===== config.mk =====
export PLATFORM = sky130hd
export DESIGN_NAME = mul24_share_ctrl_flat
export DESIGN_NICKNAME = d
export VERILOG_FILES = /design/src/rtl/mul24_share_pkg.sv /design/src/rtl/mul24_share_if.sv /design/src/rtl/mul_24x24.sv /design/src/rtl/mul24_share_ctrl.sv /design/src/flat_wrapper.sv
export SDC_FILE = /design/constraint.sdc
export NUM_CORES = 1
export LEC_CHECK = 0
export CAP_MARGIN = 10
export CORE_UTILIZATION = 30
export CTS_CLUSTER_SIZE = 16
export DETAILED_ROUTE_END_ITERATION = 12
export HOLD_SLACK_MARGIN = 0.03
export PLACE_DENSITY = 0.59
export SYNTH_ARGS = -nofsm -noshare
export SYNTH_HDL_FRONTEND = slang
export SYNTH_SLANG_ARGS = --single-unit

===== constraint.sdc =====
create_clock -name clk -period 14.8 [get_ports clk]
set_input_delay 2.96 -clock clk [delete_from_list [all_inputs] [get_ports clk]]
set_output_delay 2.96 -clock clk [all_outputs]
set_load 0.02 [all_outputs]

===== src/rtl/mul24_share_pkg.sv =====
// Shared widths for the 4-way time-shared 24x24 multiplier block.
package mul24_share_pkg;
    localparam int unsigned NREQ  = 4;
    localparam int unsigned IDW   = 2;
    localparam int unsigned OPW   = 24;
    localparam int unsigned PRODW = 48;

    typedef logic [IDW-1:0]   req_id_t;
    typedef logic [OPW-1:0]   operand_t;
    typedef logic [PRODW-1:0] product_t;
endpackage


===== src/rtl/mul24_share_if.sv =====
// Requester/result bus of mul24_share_ctrl; slave modport is the controller side.
interface mul24_share_if;
    import mul24_share_pkg::*;

    logic [NREQ-1:0]     req_valid;
    logic [NREQ-1:0]     req_ready;
    logic [NREQ*OPW-1:0] req_a;
    logic [NREQ*OPW-1:0] req_b;
    logic                res_valid;
    logic                res_ready;
    logic [IDW-1:0]      res_id;
    logic [PRODW-1:0]    res_prod;
    logic                busy;

    modport slave (
        input  req_valid, req_a, req_b, res_ready,
        output req_ready, res_valid, res_id, res_prod, busy
    );

    modport master (
        output req_valid, req_a, req_b, res_ready,
        input  req_ready, res_valid, res_id, res_prod, busy
    );
endinterface


===== src/rtl/mul_24x24.sv =====
// Unsigned 24x24 multiplier left in redundant carry/sum form; carry + sum = a * b (mod 2^48).
module mul_24x24
    import mul24_share_pkg::*;
(
    input  logic [OPW-1:0]   a,
    input  logic [OPW-1:0]   b,
    output logic [PRODW-1:0] carry,
    output logic [PRODW-1:0] sum
);
    logic [PRODW-1:0] pp;
    logic [PRODW-1:0] s_acc;
    logic [PRODW-1:0] c_acc;
    logic [PRODW-1:0] s_nxt;

    // Carry-save accumulation of one partial product per multiplier bit.
    always_comb begin
        pp    = '0;
        s_acc = '0;
        c_acc = '0;
        s_nxt = '0;
        for (int unsigned i = 0; i < OPW; i++) begin
            pp    = b[i] ? (PRODW'(a) << i) : '0;
            s_nxt = s_acc ^ c_acc ^ pp;
            c_acc = ((s_acc & c_acc) | (s_acc & pp) | (c_acc & pp)) << 1;
            s_acc = s_nxt;
        end
        carry = c_acc;
        sum   = s_acc;
    end
endmodule


===== src/rtl/mul24_share_ctrl.sv =====
// Four requesters share one mul_24x24 through a 2-stage elastic pipeline.
// Define MUL24_SHARE_RR_EN for round-robin arbitration; default is fixed priority.
module mul24_share_ctrl
    import mul24_share_pkg::*;
(
    input  logic         clk,
    input  logic         rst,
    mul24_share_if.slave bus
);
    logic             s1_valid, s2_valid;
    logic [OPW-1:0]   s1_a, s1_b;
    logic [IDW-1:0]   s1_id, s2_id;
    logic [PRODW-1:0] s2_carry, s2_sum;
    logic [PRODW-1:0] mul_carry, mul_sum;

    logic             s2_adv, s1_adv, s1_can_accept;
    logic             win_any, hs;
    logic [IDW-1:0]   win_id, idx;
    logic [NREQ-1:0]  ready_w;

    assign s2_adv        = !s2_valid || bus.res_ready;
    assign s1_adv        = s1_valid && s2_adv;
    assign s1_can_accept = !s1_valid || s1_adv;

`ifdef MUL24_SHARE_RR_EN
    logic [IDW-1:0] ptr;

    always_comb begin
        win_any = 1'b0;
        win_id  = '0;
        idx     = '0;
        for (int unsigned k = 0; k < NREQ; k++) begin
            idx = ptr + IDW'(k);
            if (!win_any && bus.req_valid[idx]) begin
                win_any = 1'b1;
                win_id  = idx;
            end
        end
    end

    always_ff @(posedge clk or posedge rst) begin
        if (rst)
            ptr <= '0;
        else if (hs)
            ptr <= win_id + IDW'(1);
    end
`else
    always_comb begin
        win_any = 1'b0;
        win_id  = '0;
        idx     = '0;
        for (int unsigned k = 0; k < NREQ; k++) begin
            idx = IDW'(k);
            if (!win_any && bus.req_valid[idx]) begin
                win_any = 1'b1;
                win_id  = idx;
            end
        end
    end
`endif

    // Grant is gated by rst so req_ready is low throughout reset, not just after an edge.
    assign hs = win_any && s1_can_accept && !rst;

    always_comb begin
        ready_w = '0;
        if (hs)
            ready_w[win_id] = 1'b1;
    end

    always_ff @(posedge clk or posedge rst) begin
        if (rst) begin
            s1_valid <= 1'b0;
            s1_a     <= '0;
            s1_b     <= '0;
            s1_id    <= '0;
        end else if (s1_can_accept) begin
            s1_valid <= hs;
            if (hs) begin
                s1_a  <= bus.req_a[OPW*win_id +: OPW];
                s1_b  <= bus.req_b[OPW*win_id +: OPW];
                s1_id <= win_id;
            end
        end
    end

    mul_24x24 u_mul (
        .a     (s1_a),
        .b     (s1_b),
        .carry (mul_carry),
        .sum   (mul_sum)
    );

    always_ff @(posedge clk or posedge rst) begin
        if (rst) begin
            s2_valid <= 1'b0;
            s2_carry <= '0;
            s2_sum   <= '0;
            s2_id    <= '0;
        end else if (s2_adv) begin
            s2_valid <= s1_valid;
            if (s1_valid) begin
                s2_carry <= mul_carry;
                s2_sum   <= mul_sum;
                s2_id    <= s1_id;
            end
        end
    end

    assign bus.req_ready = ready_w;
    assign bus.res_valid = s2_valid;
    assign bus.res_id    = s2_id;
    assign bus.res_prod  = s2_carry + s2_sum;
    assign bus.busy      = s1_valid | s2_valid;
endmodule

===== src/flat_wrapper.sv =====
// flat-port wrapper written by rule: the top's interface ports become plain ports
module mul24_share_ctrl_flat import mul24_share_pkg::*;
  (clk, rst, bus_req_valid, bus_req_a, bus_req_b, bus_res_ready, bus_req_ready, bus_res_valid, bus_res_id, bus_res_prod, bus_busy);
  mul24_share_if bus_i ();
  input  logic clk;
  input  logic rst;
  input wire logic [$bits(bus_i.req_valid)-1:0] bus_req_valid;
  input wire logic [$bits(bus_i.req_a)-1:0] bus_req_a;
  input wire logic [$bits(bus_i.req_b)-1:0] bus_req_b;
  input wire logic [$bits(bus_i.res_ready)-1:0] bus_res_ready;
  output wire logic [$bits(bus_i.req_ready)-1:0] bus_req_ready;
  output wire logic [$bits(bus_i.res_valid)-1:0] bus_res_valid;
  output wire logic [$bits(bus_i.res_id)-1:0] bus_res_id;
  output wire logic [$bits(bus_i.res_prod)-1:0] bus_res_prod;
  output wire logic [$bits(bus_i.busy)-1:0] bus_busy;
  assign bus_i.req_valid = bus_req_valid;
  assign bus_i.req_a = bus_req_a;
  assign bus_i.req_b = bus_req_b;
  assign bus_i.res_ready = bus_res_ready;
  assign bus_req_ready = bus_i.req_ready;
  assign bus_res_valid = bus_i.res_valid;
  assign bus_res_id = bus_i.res_id;
  assign bus_res_prod = bus_i.res_prod;
  assign bus_busy = bus_i.busy;
  mul24_share_ctrl u_core (.clk(clk), .rst(rst), .bus(bus_i));
endmodule

==> results.sh, run 1 <==
export IMPL_status="completed"
export IMPL_ys_flop_type="dfrtp_1"
export IMPL_drive_above_1_share=0.0584
export IMPL_htree_levels=4
export IMPL_syn_area_um2=21200
export IMPL_die_width_um=268
export IMPL_r2r_start="u_core.s1_a[21]"
export IMPL_timing_rr_end="u_core.s2_sum[23]"
export IMPL_clkLatencyLatePin_ns=0.47
export IMPL_numPortBuffers=254
export IMPL_synthDistinctLibCells=49
export IMPL_totalWireLength_um=48900
export IMPL_cap_violations=0
export IMPL_antenna_found_initial=3
export IMPL_ys_ff_latch=124
export IMPL_ios=255
export IMPL_cts_root_buf="clkbuf_16"
export IMPL_core_um2=69900
export IMPL_grtUsageTotal=0.143
export IMPL_worst_slew_pin_slew_ns=1.00
export IMPL_gp_congestion=0.847
export IMPL_grt_start_max_net_pins=77
export IMPL_fillers=7128
export IMPL_setup_viol=0
export IMPL_syn_mean_instance_area_um2=10.3
export IMPL_endpoint="u_core.s2_sum[23]"
export IMPL_met2_usage=0.263
export IMPL_firstDrtPassIters=10
export IMPL_critPathMaxFanout=25
export IMPL_cpMostUsedCell="fa_1"
export IMPL_async_flop_share=1.00
export IMPL_grt_pass1_wl_um=81100
export IMPL_slowest_delay_ns=0.84
export IMPL_ctsHoldBuffers=0
export IMPL_synth_top_cell_area_share=0.480
export IMPL_fmax_mhz=81.5
export IMPL_slew_headroom=0.333
export IMPL_fin_setup_tns_ns=0
export IMPL_hp_class="flop to flop"
export IMPL_cts_buffers=17
export IMPL_die_y_um=268
export IMPL_reg2regPathDepth=29
export IMPL_rsz0062_at_grt="false"
export IMPL_required_ns=15.14
export IMPL_wl_per_cell_um=15.7
export IMPL_nets=2915
export IMPL_slew_viol_final=0
export IMPL_synth_edf_count=0
export IMPL_r2r_slack_ns=2.53
export IMPL_cp_arrival_ns=12.62
export IMPL_cts_resized=0
export IMPL_min_period_ns=12.27
export IMPL_clock_skew_ns=0.0192
export IMPL_fin_crit_sh=0.829
export IMPL_drc_errors=0
export IMPL_die_area_um2=71600
export IMPL_grt_ovfl_total=0
export IMPL_yosys_warnings=0
export IMPL_cts_max_path_buffers=2
export IMPL_busiest_layer="met2"
export IMPL_hold_viol=0
export IMPL_clock_sinks=124
export IMPL_post_cts_setup_buffers=0
export IMPL_grt_pass1_vias=15900
export IMPL_cp_slowest_cell="dfrtp_1"
export IMPL_grt_use_met3=0.0188
export IMPL_crit_type="flop to flop"
export IMPL_synth_top_area_cell="fa_1"
export IMPL_vias_per_cell=4.71
export IMPL_initial_core_util=0.303
export IMPL_synth_nets=2799
export IMPL_cp_end_kind="flop"
export IMPL_antenna_left=0
export IMPL_synth_area_leaders="fa_1 48%, dfrtp_1 15%, nand2_1 7.5%, and2_1 7.4%, mux2_2 3.5%"
export IMPL_drt_iter0_drc=690
export IMPL_crit_start="u_core.s1_a[21]"
export IMPL_postSynthCellCount=2047
export IMPL_start_kind="flop"
export IMPL_detailed_place_hpwl_um=40300
export IMPL_use_met1=0.172
export IMPL_syn_to_final_growth_pct=17.5
export IMPL_ys_seq_area_frac=0.147
export IMPL_num_rows=97
export IMPL_clkSlewWorstSetupHoldPaths_ns=0.07
export IMPL_vias=14700
export IMPL_tritoncts="done"
-- cell usage in the layout (no fill, tap or decap), drive strengths merged, types with 2 or more instances in the layout --
cell type	instances
a221o	3
buf	12
a222oi	33
clkbuf	19
a21o	11
fa	507
inv	176
ha	46
o21bai	5
xor2	8
o21ai	65
clkinvlp	2
a211oi	3
a21oi	38
a2111o	2
clkinv	5
bufinv	3
nand3b	3
o211ai	15
diode	2
dfrtp	124
a31oi	10
nand2b	4
mux2	70
o21a	4
mux2i	13
nor2	12
nor3	4
and3	19
clkdlybuf4s50	254
or2	2
xnor2	11
nand4	3
nor2b	5
nand2	424
and2	249
a22oi	3
-- state kept, by name, summed over array words and instances, names as in the netlist --
| register | count |
|---|---|
| u_core.s2_sum | 47 |
| u_core.s1_a | 24 |
| u_core.s1_b | 24 |
| u_core.s2_carry | 23 |
| u_core.bus.res_id | 2 |
| u_core.s1_id | 2 |
| u_core.bus.res_valid | 1 |
| u_core.s1_valid | 1 |
-- worst max-delay path, delay by kind of cell, from the launching register on --
kind	cells	cell delay [ns]
adders and majority gates	23	10.56
buffers and inverters	4	0.24
DFF	1	0.84
muxes	1	0.27
and+or+nand+nor	1	0.23
-- final cells by class --
class,count,area [um^2],area share
Multi-Input combinational cell,1581,16700,0.671
Sequential cell,124,3100,0.125
Antenna cell,2,5.00,0.000201
Clock buffer,19,453,0.0182
Timing Repair Buffer,266,2630,0.106
Tap cell,940,1180,0.0473
Clock inverter,13,164,0.00659
Inverter,173,652,0.0262
-- cells by family after synthesis --
| family | count (synthesis) | share of synthesized area |
|---|---|---|
| multiplexers | 83 | 0.0443 |
| AO/OA/AOI/OAI | 198 | 0.0635 |
| buffers and inverters | 342 | 0.0665 |
| AND/OR/NAND/NOR | 728 | 0.164 |
| XOR/XNOR | 19 | 0.00786 |
| flip-flops | 124 | 0.147 |
| adder cells (fa/ha/maj) | 553 | 0.507 |
-- cells in the mapped netlist, types with 12 or more instances --
library cell  instances
and2_1              249
nor2_1               12
nand2_1             424
mux2i_1              13
buf_4                25
inv_1               173
and3_1               19
mux2_2               65
clkbuf_1            133
a222oi_1             33
o21ai_0              59
fa_1                507
a21oi_1              37
o211ai_1             15
dfrtp_1             124
ha_1                 46
-- stage by stage --
stage | hold WS (ns) | util | worst slack [ns] | cells | instance area, um^2
CTS | 0.484 | 0.356 | 2.50 | 3116 | 24900
global placement | 0.458 | 0.347 | 2.67 | 3084 | 24200
finish | 0.474 | 0.356 | 2.53 | 3118 | 24900
detailed placement | 0.467 | 0.347 | 2.53 | 3084 | 24200
floorplan | 0.443 | - | 3.23 | 2047 | 21200
global route | 0.501 | 0.356 | 2.12 | 3118 | 24900
-- layer usage --
layer,part of all wire,up-vias
met2,0.53,256
met3,0.031,48
li1,-,6601
met5,0,-
met4,0.026,0
met1,0.42,7787
-- worst min-delay path by stage --
stage | cells after the start | to | start | slack, ns
after global placement | 2 | u_core.s1_id[1] | u_core.s1_id[1] | 0.46
final | 2 | u_core.s2_sum[10] | u_core.s2_sum[10] | 0.47
after CTS | 2 | u_core.s2_sum[10] | u_core.s2_sum[10] | 0.48
after global routing | 2 | u_core.s2_sum[8] | u_core.s2_sum[8] | 0.50
after detailed placement | 2 | u_core.s1_id[1] | u_core.s1_id[1] | 0.47
after floorplan | 2 | u_core.s1_id[1] | u_core.s1_id[1] | 0.44
Power of run 1 is not shown: default switching activity piles up to over one toggle a cycle in this logic, so the estimate is an artifact.
==> run 2: changes to the inputs <==
==> constraint.sdc (replaced) <==
create_clock -name clk -period 11.7 [get_ports clk]
set_input_delay 2.34 -clock clk [delete_from_list [all_inputs] [get_ports clk]]
set_output_delay 2.34 -clock clk [all_outputs]
set_load 0.02 [all_outputs]
==> run 2 against run 1 <==
  * The flow now finishes with violations (negative setup slack)
  * Global-route usage up 0.69 points
  * Die area unchanged
  * Count of clock-buffer cells in the layout is the same
  * Critical path type unchanged
  * Final cell count up 1.4%
  * Sequential share of layout area shrank 0.27 points
  * Flip-flop and latch count unchanged
  * Fmax grew 3.0%
  * Non-clock buffer count increased by 46
  * Via count increased by 1.2%
  * Critical endpoint is now u_core.s2_sum[25]
  * Clock skew up 0.0015 ns
  * Worst setup slack worse by 2.7 ns
  * Register-to-register slack worse by 2.7 ns
==> results.sh, run 2 (same netlist as run 1, synthesis figures left out) <==
export IMPL_status="finished, violations left"
export IMPL_failed_checks="negative setup slack"
export IMPL_detailed_place_hpwl_um=42200
export IMPL_regMostFlops="u_core.s2_sum"
export IMPL_drive_above_1_share=0.122
export IMPL_cp_slowest_cell="fa_2"
export IMPL_setup_ws_ns=-0.216
export IMPL_worst_slew_pin_slew_ns=1.14
export IMPL_die_width_um=268
export IMPL_core_um2=69900
export IMPL_required_ns=12.04
export IMPL_grt_start_max_net_pins=97
export IMPL_hold_viol=0
export IMPL_antenna_found_initial=1
export IMPL_endpoint="u_core.s2_sum[25]"
export IMPL_drt_iter0_drc=741
export IMPL_grt_pass1_vias=16200
export IMPL_critPathMaxFanout=6
export IMPL_reg2regPathDepth=28
export IMPL_r2r_slack_ns=-0.22
export IMPL_num_rows=97
export IMPL_ios=255
export IMPL_hp_class="flop to flop"
export IMPL_fin_crit_sh=1.02
export IMPL_clkLatencyLatePin_ns=0.47
export IMPL_grtUsageTotal=0.149
export IMPL_cts_root_buf="clkbuf_16"
export IMPL_cap_violations=0
export IMPL_final_common_cell="nand2_1"
export IMPL_crit_type="flop to flop"
export IMPL_clock_skew_ns=0.0207
export IMPL_r2r_start="u_core.s1_b[1]"
export IMPL_crit_start="u_core.s1_b[1]"
export IMPL_hold_slack_ns=0.480
export IMPL_vias=14900
export IMPL_slowest_delay_ns=0.56
export IMPL_slew_viol_final=0
export IMPL_antenna_left=0
export IMPL_fmax_mhz=83.9
export IMPL_cts_buffers=17
export IMPL_min_period_ns=11.92
export IMPL_wl_per_cell_um=16.2
export IMPL_start_kind="flop"
export IMPL_final_core_util=0.364
export IMPL_htree_levels=4
export IMPL_syn_to_final_growth_pct=20.3
export IMPL_cts_max_path_buffers=2
export IMPL_die_y_um=268
export IMPL_largest_register_ffs=47
export IMPL_numPortBuffers=254
export IMPL_setup_viol=13
export IMPL_gp_congestion=0.814
export IMPL_die_area_um2=71600
export IMPL_top_regs="u_core.s2_sum (47), u_core.s1_a (24), u_core.s1_b (24)"
export IMPL_rsz0062_at_grt="true"
export IMPL_clock_sinks=124
export IMPL_timing_rr_end="u_core.s2_sum[25]"
export IMPL_cp_arrival_ns=12.26
export IMPL_vias_per_cell=4.70
export IMPL_cp_end_kind="flop"
export IMPL_slew_headroom=0.241
export IMPL_n_antenna_cell=0
export IMPL_grt_ovfl_total=0
export IMPL_nets=2961
export IMPL_firstDrtPassIters=9
export IMPL_tritoncts="done"
export IMPL_cpMostUsedCell="fa_1"
export IMPL_initial_core_util=0.303
export IMPL_final_cell_mix="422 x nand2_1, 412 x fa_1, 254 x clkdlybuf4s50_1"
export IMPL_grt_pass1_wl_um=84800
export IMPL_drc_errors=0
export IMPL_clkSlewWorstSetupHoldPaths_ns=0.06
export IMPL_totalWireLength_um=51200
-- run 2: changes by cell type in the layout (fill, tap and decap cells not counted), moves of 3 or more --
cell | before | now
fa_2 | 0 | 95
dfrtp_2 | 0 | 4
buf_4 | 12 | 52
dfrtp_1 | 124 | 120
buf_12 | 0 | 4
clkinv_4 | 2 | 5
fa_1 | 507 | 412
-- run 2: layout make-up --
cell class / instances / area, um^2
Clock buffer: 19 / 443
Clock inverter: 12 / 116
Fill cell: 7069 / 44400
Inverter: 173 / 652
Multi-Input combinational cell: 1581 / 16900
Sequential cell: 124 / 3110
Tap cell: 940 / 1180
Timing Repair Buffer: 312 / 3050
-- run 2: per-stage QoR --
stage	worst slack (ns)	area, um^2	setup TNS [ns]	cells
global placement	-0.0736	24600	-0.150	3127
CTS	-0.117	25200	-0.508	3158
detailed placement	-0.181	24600	-0.790	3127
global route	-0.448	25500	-6.00	3161
finish	-0.216	25500	-1.61	3161
floorplan	0.131	21200	0	2047
-- run 2: layer usage --
metal | global-route usage | wire length (um) | vias up
met5 | 0 | 0 | -
met4 | 0.0324 | 917 | 0
met3 | 0.0230 | 1690 | 39
met2 | 0.276 | 27600 | 250
met1 | 0.182 | 21100 | 7893
li1 | - | - | 6690
-- run 2: worst min-delay path by stage --
stage                       from                end  slack (ns)  cells after the start
6_report       u_core.s2_sum[15]  u_core.s2_sum[15]        0.48                      2
5_1_grt        u_core.s2_sum[13]  u_core.s2_sum[13]        0.51                      2
3_3_place_gp     u_core.s1_id[1]    u_core.s1_id[1]        0.46                      2
2_1_floorplan    u_core.s1_id[1]    u_core.s1_id[1]        0.44                      2
3_5_place_dp     u_core.s1_id[1]    u_core.s1_id[1]        0.47                      2
4_1_cts          u_core.s1_id[1]    u_core.s1_id[1]        0.48                      2
-- run 2: repair_timing --
action                     CTS  global route
setup endpoints to repair    9            25
hold buffers                 0             0
setup buffers                0             2
pin swaps                    1             2
resized for setup           10            93
cloned                       0             1
-- run 2: worst max-delay path, delay by kind of cell (launching register included) --
kind          cells  cell delay, ns
buf+inv           3            0.27
flops             1            0.45
simple gates      1            0.13
mux               1            0.28
fa+ha+maj        23           10.68
Power of run 2 is left out for the same reason.
==> run 3: changes to the inputs <==
--- a/config.mk
+++ b/config.mk
@@ -11,6 +11,7 @@
 export DETAILED_ROUTE_END_ITERATION = 12
 export HOLD_SLACK_MARGIN = 0.03
 export PLACE_DENSITY = 0.59
+export SLEW_MARGIN = 0
 export SYNTH_ARGS = -nofsm -noshare
 export SYNTH_HDL_FRONTEND = slang
 export SYNTH_SLANG_ARGS = --single-unit
==> results of run 3 <==
Final layout, timing and power as in run 2 (identical DEF).
Power of run 3 is left out for the same reason.
